--- config.mk ---
export PLATFORM = sky130hd
export DESIGN_NAME = mem_stage
export DESIGN_NICKNAME = d
export VERILOG_FILES = /design/src/rtl/mem_stage_pkg.sv /design/src/rtl/mem_stage_ex_mem_reg.sv /design/src/rtl/mem_stage.sv
export SDC_FILE = /design/constraint.sdc
export NUM_CORES = 1
export LEC_CHECK = 0
export CAP_MARGIN = 10
export CORE_MARGIN = 4
export CORE_UTILIZATION = 39
export CTS_BUF_LIST = sky130_fd_sc_hd__clkbuf_8
export DETAILED_ROUTE_END_ITERATION = 10
export PLACE_DENSITY = 0.86
export REMOVE_ABC_BUFFERS = 1
export SYNTH_ARGS = -nofsm -noshare
export SYNTH_HDL_FRONTEND = slang
export SYNTH_SLANG_ARGS = --single-unit
--- constraint.sdc ---
create_clock -name clk -period 2.15 [get_ports clk]
set_input_delay 0.645 -clock clk [delete_from_list [all_inputs] [get_ports clk]]
set_output_delay 0.645 -clock clk [all_outputs]
set_load 0.02 [all_outputs]
--- src/rtl/mem_stage_pkg.sv ---
// Shared definitions for the MEM pipeline stage: opcode bit positions,
// write-back select encoding, FSM states and the debug view of the stage.
package mem_stage_pkg;

  localparam int OP_REGWRITE = 5;
  localparam int OP_MEMREAD  = 4;
  localparam int OP_MEMWRITE = 3;
  localparam int OP_WBSEL_HI = 2;
  localparam int OP_WBSEL_LO = 1;

  // The wait counter is sized for the largest supported WAIT_LIMIT (255).
  localparam int CNT_W = 8;

  typedef enum logic [1:0] {
    WB_ALU = 2'b00,
    WB_MEM = 2'b01,
    WB_PC4 = 2'b10
  } wbsel_e;

  typedef enum logic {
    S_IDLE = 1'b0,
    S_WAIT = 1'b1
  } state_e;

  typedef struct packed {
    state_e           state;
    logic [CNT_W-1:0] wait_cnt;
    logic [5:0]       ex_mem_op;
  } mem_dbg_t;

endpackage

--- src/rtl/mem_stage_ex_mem_reg.sv ---
// EX/MEM pipeline register: loads every non-stalled edge, holds while stalled,
// clears asynchronously on active-low reset.
module ex_mem_reg #(
  parameter int DATA_W = 32
) (
  input  logic              clk,
  input  logic              rst_n,
  input  logic              stall_i,
  input  logic [5:0]        op_i,
  input  logic [DATA_W-1:0] pc4_i,
  input  logic [DATA_W-1:0] alu_i,
  input  logic [DATA_W-1:0] wdata_i,
  input  logic [4:0]        dst_i,
  output logic [5:0]        op_o,
  output logic [DATA_W-1:0] pc4_o,
  output logic [DATA_W-1:0] alu_o,
  output logic [DATA_W-1:0] wdata_o,
  output logic [4:0]        dst_o
);

  always_ff @(posedge clk or negedge rst_n) begin
    if (!rst_n) begin
      op_o    <= '0;
      pc4_o   <= '0;
      alu_o   <= '0;
      wdata_o <= '0;
      dst_o   <= '0;
    end else if (!stall_i) begin
      op_o    <= op_i;
      pc4_o   <= pc4_i;
      alu_o   <= alu_i;
      wdata_o <= wdata_i;
      dst_o   <= dst_i;
    end
  end

endmodule

--- src/rtl/mem_stage.sv ---
// MEM pipeline stage: EX/MEM register, variable-latency data-memory access
// FSM with timeout, MEM/WB register and the forwarding values for EX.
//
// Handshake: dmem_req is held high with stable we/addr/wdata until the cycle
// dmem_ready is seen (load data valid that cycle) or the access times out.
module mem_stage
  import mem_stage_pkg::*;
#(
  parameter int DATA_W     = 32,
  parameter int WAIT_LIMIT = 255
) (
  input  logic              clk,
  input  logic              reset,
  input  logic [5:0]        EX_MEM_OpCode,
  input  logic [DATA_W-1:0] PC_plus4_in,
  input  logic [DATA_W-1:0] ALUout_in,
  input  logic [DATA_W-1:0] Write_Data_in,
  input  logic [4:0]        RegWriteDst_in,
  output logic              dmem_req,
  output logic              dmem_we,
  output logic [DATA_W-1:0] dmem_addr,
  output logic [DATA_W-1:0] dmem_wdata,
  input  logic              dmem_ready,
  input  logic [DATA_W-1:0] dmem_rdata,
  output logic              stall,
  output logic [DATA_W-1:0] ALUout_prev,
  output logic [DATA_W-1:0] MemtoReg,
  output logic              WB_RegWrite,
  output logic [4:0]        WB_Dst,
  output logic              EX_MEM_RegWrite,
  output logic [4:0]        EX_MEM_Dst,
  output logic              err_misalign,
  output logic              err_timeout,
  output mem_dbg_t          dbg
);

  logic [5:0]        op_q;
  logic [DATA_W-1:0] pc4_q, alu_q, wdata_q;
  logic [4:0]        dst_q;

  ex_mem_reg #(.DATA_W(DATA_W)) u_ex_mem (
    .clk     (clk),
    .rst_n   (reset),
    .stall_i (stall),
    .op_i    (EX_MEM_OpCode),
    .pc4_i   (PC_plus4_in),
    .alu_i   (ALUout_in),
    .wdata_i (Write_Data_in),
    .dst_i   (RegWriteDst_in),
    .op_o    (op_q),
    .pc4_o   (pc4_q),
    .alu_o   (alu_q),
    .wdata_o (wdata_q),
    .dst_o   (dst_q)
  );

  state_e            state_q, state_d;
  logic [CNT_W-1:0]  cnt_q, cnt_d;
  logic              wb_we_q, wb_we_d;
  logic [4:0]        wb_dst_q, wb_dst_d;
  logic [DATA_W-1:0] wb_data_q, wb_data_d;

  logic       access, misalign, timeout, suppressed;
  logic [1:0] wbsel;

  assign access   = op_q[OP_MEMREAD] | op_q[OP_MEMWRITE];
  assign misalign = access & (alu_q[1:0] != 2'b00);
  assign wbsel    = op_q[OP_WBSEL_HI:OP_WBSEL_LO];

  // cnt_q counts completed WAIT cycles; the current one is the last allowed
  // when cnt_q == WAIT_LIMIT-1. Ready on that cycle still wins.
  always_comb begin
    state_d  = state_q;
    cnt_d    = cnt_q;
    dmem_req = 1'b0;
    stall    = 1'b0;
    timeout  = 1'b0;
    case (state_q)
      S_IDLE: begin
        if (access && !misalign) begin
          dmem_req = 1'b1;
          if (!dmem_ready) begin
            stall   = 1'b1;
            state_d = S_WAIT;
            cnt_d   = '0;
          end
        end
      end
      S_WAIT: begin
        dmem_req = 1'b1;
        if (dmem_ready) begin
          state_d = S_IDLE;
        end else if (cnt_q == CNT_W'(WAIT_LIMIT - 1)) begin
          dmem_req = 1'b0;
          timeout  = 1'b1;
          state_d  = S_IDLE;
        end else begin
          stall = 1'b1;
          cnt_d = cnt_q + 1'b1;
        end
      end
      default: state_d = S_IDLE;
    endcase
  end

  assign suppressed = misalign | timeout;

  always_comb begin
    wb_we_d   = 1'b0;
    wb_dst_d  = wb_dst_q;
    wb_data_d = wb_data_q;
    if (!stall) begin
      wb_we_d  = op_q[OP_REGWRITE] & ~suppressed;
      wb_dst_d = dst_q;
      case (wbsel)
        WB_MEM:  wb_data_d = dmem_rdata;
        WB_PC4:  wb_data_d = pc4_q;
        default: wb_data_d = alu_q;
      endcase
    end
  end

  always_ff @(posedge clk or negedge reset) begin
    if (!reset) begin
      state_q   <= S_IDLE;
      cnt_q     <= '0;
      wb_we_q   <= 1'b0;
      wb_dst_q  <= '0;
      wb_data_q <= '0;
    end else begin
      state_q   <= state_d;
      cnt_q     <= cnt_d;
      wb_we_q   <= wb_we_d;
      wb_dst_q  <= wb_dst_d;
      wb_data_q <= wb_data_d;
    end
  end

  // A store wins when both MemRead and MemWrite are set.
  assign dmem_we         = op_q[OP_MEMWRITE];
  assign dmem_addr       = alu_q;
  assign dmem_wdata      = wdata_q;
  assign ALUout_prev     = alu_q;
  assign MemtoReg        = wb_data_q;
  assign WB_RegWrite     = wb_we_q;
  assign WB_Dst          = wb_dst_q;
  assign EX_MEM_RegWrite = op_q[OP_REGWRITE];
  assign EX_MEM_Dst      = dst_q;
  assign err_misalign    = misalign;
  assign err_timeout     = timeout;

  assign dbg = '{state: state_q, wait_cnt: cnt_q, ex_mem_op: op_q};

endmodule
==> impl_metrics.yaml <==
yosys:
  seq_area_frac_synth_pct: 56.6
  synthCells: 509
  ys_seq_elements: 154
  synthArstFlopShare_pct: 100
  ys_types: 33
  avgSynthCellArea_um2: 13.4
  synth_flop_cell: "dfrtp_1"
  yosysWarnings: 0
  syn-cell-area_mm2: 0.00680
  synth_edf_count: 0
worst_setup_path:
  cpMaxStageDelayCell: "dfrtp_1"
  worstSetupEndpointType: "output port"
  cp-start-kind: "register"
  worstSetupPathType: "reg -> out"
  arrival_ns: 1.66
  crit_chain: "nand4_1 -> nor2_4 -> and2_4 -> nor2_1 -> buf_4"
  cp_max_fo: 4
  max_stage_delay_ns: 0.36
  cp.required_ns: 1.50
timing:
  clock_skew_ns: 0.0126
  post-route-period-util_pct: 107
  fin_setup_tns_ns: -8.15
  slew_headroom_pct: 47.0
  period_minus_slack_ns: 2.30
  tightest_slew_ns: 0.795
  final.setup.worst_slack_ns: -0.152
  hold_viol_final: 0
  rsz0062_at_grt: "yes"
  maxSlewViolCount: 0
  final-setup-viol-count: 77
  fmax_ghz: 0.434
global_routing:
  top_usage_layer: "met2"
  grt_max_degree: 59
  grt_pass1_vias: 5544
  grt-ovfl-total: 0
  grt_use_total_pct: 19.1
  met1_usage_pct: 22.1
  use_met2_pct: 34.0
  use_met3_pct: 5.46
  antenna_found_initial: 0
  grt_pass1_wl_mm: 29.9
placed_design:
  io_buffer_count: 301
  globalplace.congestion: 0.838
  place_ws_ns: -0.657
  placedCellCount: 1003
  dpl.hpwl_mm: 13.8
status:
  violations: "setup timing"
  status: "complete, but fails checks"
clock_tree:
  insertion_delay_ns: 0.44
  cts_buffers: 17
  htreeDepth: 4
  clk_pin_slew_ns: 0.09
  cts-root-buf: "clkbuf_8"
  tritoncts: "yes"
  clockBufferDepth: 2
  holdBufCountCts: 0
  cts_sinks: 154
layout:
  nets: 949
  drive_above_1_share_pct: 28.1
  n_antenna_cell: 0
  fillers: 1364
  final_cells: 1041
  syn2layout_area_growth_pct: 55.1
  postLayoutCoreUtil_pct: 61.4
power:
  p_total_mw: 9.03
  power_density_mw_per_mm2: 856
  worst_ir_drop_vdd_mv: 0.369
  leakage_nw: 4.96
routing:
  drtIter0Drc: 199
  via_per_inst: 4.93
  vias: 5135
  dr.pass1.iters: 4
  drc: 0
  wl_mm: 19.2
  ant_nets: 0
  drt-wirelength-per-cell_um: 18.4
die:
  coreArea_mm2: 0.0172
  initial_core_util_pct: 39.6
  fp.dieW_um: 140
  die_y_um: 140
  io_pins: 302
  die_area_mm2: 0.0196
  rows: 48
job:
  drv_cap: 0
hold_path:
  hp-class: "in -> async"
-- per-stage QoR --
step | hold slack (ns) | cell area (um2)
after CTS | 0.139 | 10400
after global placement | 0.486 | 9990
after detailed placement | 0.494 | 9990
after floorplan | 0.349 | 6380
after global routing | 0.140 | 10600
final | 0.151 | 10600
-- synth_stat cells (all sizes together) (2+ instances only) --
cell type	number	share of area [%]
dfrtp	154	57
nor2	7	0.39
inv	5	0.28
nand3	5	0.37
a22oi	32	3.5
mux2i	2	0.29
nand2	36	2.0
o21ai	34	2.5
mux2	144	25
a211o	3	0.39
buf	51	5.6
clkbuf	13	0.72
and3	3	0.28
nor3	2	0.15
ha	4	0.74
a21oi	2	0.15
-- kinds of logic (layout without fill, tap and decap cells) --
logic type                 Yosys count  after routing  share of synthesized area (%)
buffers and inverters               69            376                           6.55
adders and majority gates            4              4                          0.736
muxes                              146            146                           25.1
and+or+nand+nor                     59             59                           3.75
AOI/OAI and AO/OA                   77             77                           7.25
DFF                                154            154                           56.6
-- timing repair --
item,in CTS,in global routing
cloned,0,0
endpoints found under the setup margin,172,169
buffers inserted,4,2
gates resized for setup,80,48
pin swaps,4,3
-- layer usage --
| metal | vias up | wire length (um) |
|---|---|---|
| met5 | - | 0 |
| met4 | 0 | 429 |
| met3 | 31 | 1090 |
| met2 | 169 | 10200 |
| met1 | 2559 | 7460 |
| li1 | 2376 | - |
-- layout by cell type, fill, tap and decap left out, drive strengths merged, types with 2 or more instances in the layout --
cell and n:
clkdlybuf4s50 202, dfrtp 154, mux2 144, dlygate4sd2 50, dlymetal6s2s 44, buf 43
nand2 36, o21ai 34, a22oi 32, clkbuf 19, inv 10, nor2 7
nand3 5, ha 4, and3 3, bufinv 3, a211o 3, clkinv 3
a21oi 2, nor3 2, mux2i 2, clkinvlp 2
-- power breakdown --
part / internal, mW / leakage, nW / switching [mW]
Clock: 1.22 / 0.215 / 1.12
Combinational: 1.60 / 2.90 / 1.46
Sequential: 3.34 / 1.84 / 0.286
Total: 6.16 / 4.96 / 2.87
-- final timing paths --
path                       slack [ns]  cells after the start             start                   end
setup reg to reg                -0.15                      6  u_ex_mem.op_o[3]           MemtoReg[6]
max in group asynchronous        1.38                      2             reset  u_ex_mem.wdata_o[25]
setup / recovery                -0.15                      5          cnt_q[3]              dmem_req
min in group clk                 0.51                      1       MemtoReg[9]           MemtoReg[9]
hold reg to reg                  0.51                      1       MemtoReg[9]           MemtoReg[9]
hold / removal                   0.15                      1             reset  u_ex_mem.wdata_o[28]
-- layout make-up --
cell class / instances / area [um2] / share of cell area, %
clock inverter: 13 / 166 / 1.58
clock buffer: 19 / 262 / 2.48
inverter: 5 / 18.8 / 0.178
sequential: 154 / 3850 / 36.5
multi-input combinational: 286 / 2560 / 24.2
timing repair buffer: 339 / 3410 / 32.3
tap: 225 / 282 / 2.67
-- worst max-delay path: cells and delay by family (launching register included) --
kind | cells | cell delay, ns
and+or+nand+nor | 4 | 0.69
DFF | 1 | 0.36
buffers and inverters | 1 | 0.17
-- registers in the layout (all words and copies together), names as in the netlist --
register,flops
u_ex_mem.alu_o,32
state_q,1
u_ex_mem.pc4_o,32
cnt_q,8
u_ex_mem.dst_o,5
WB_Dst,5
WB_RegWrite,1
u_ex_mem.op_o,6
u_ex_mem.wdata_o,32
MemtoReg,32
(Power assumes the default switching activity.)
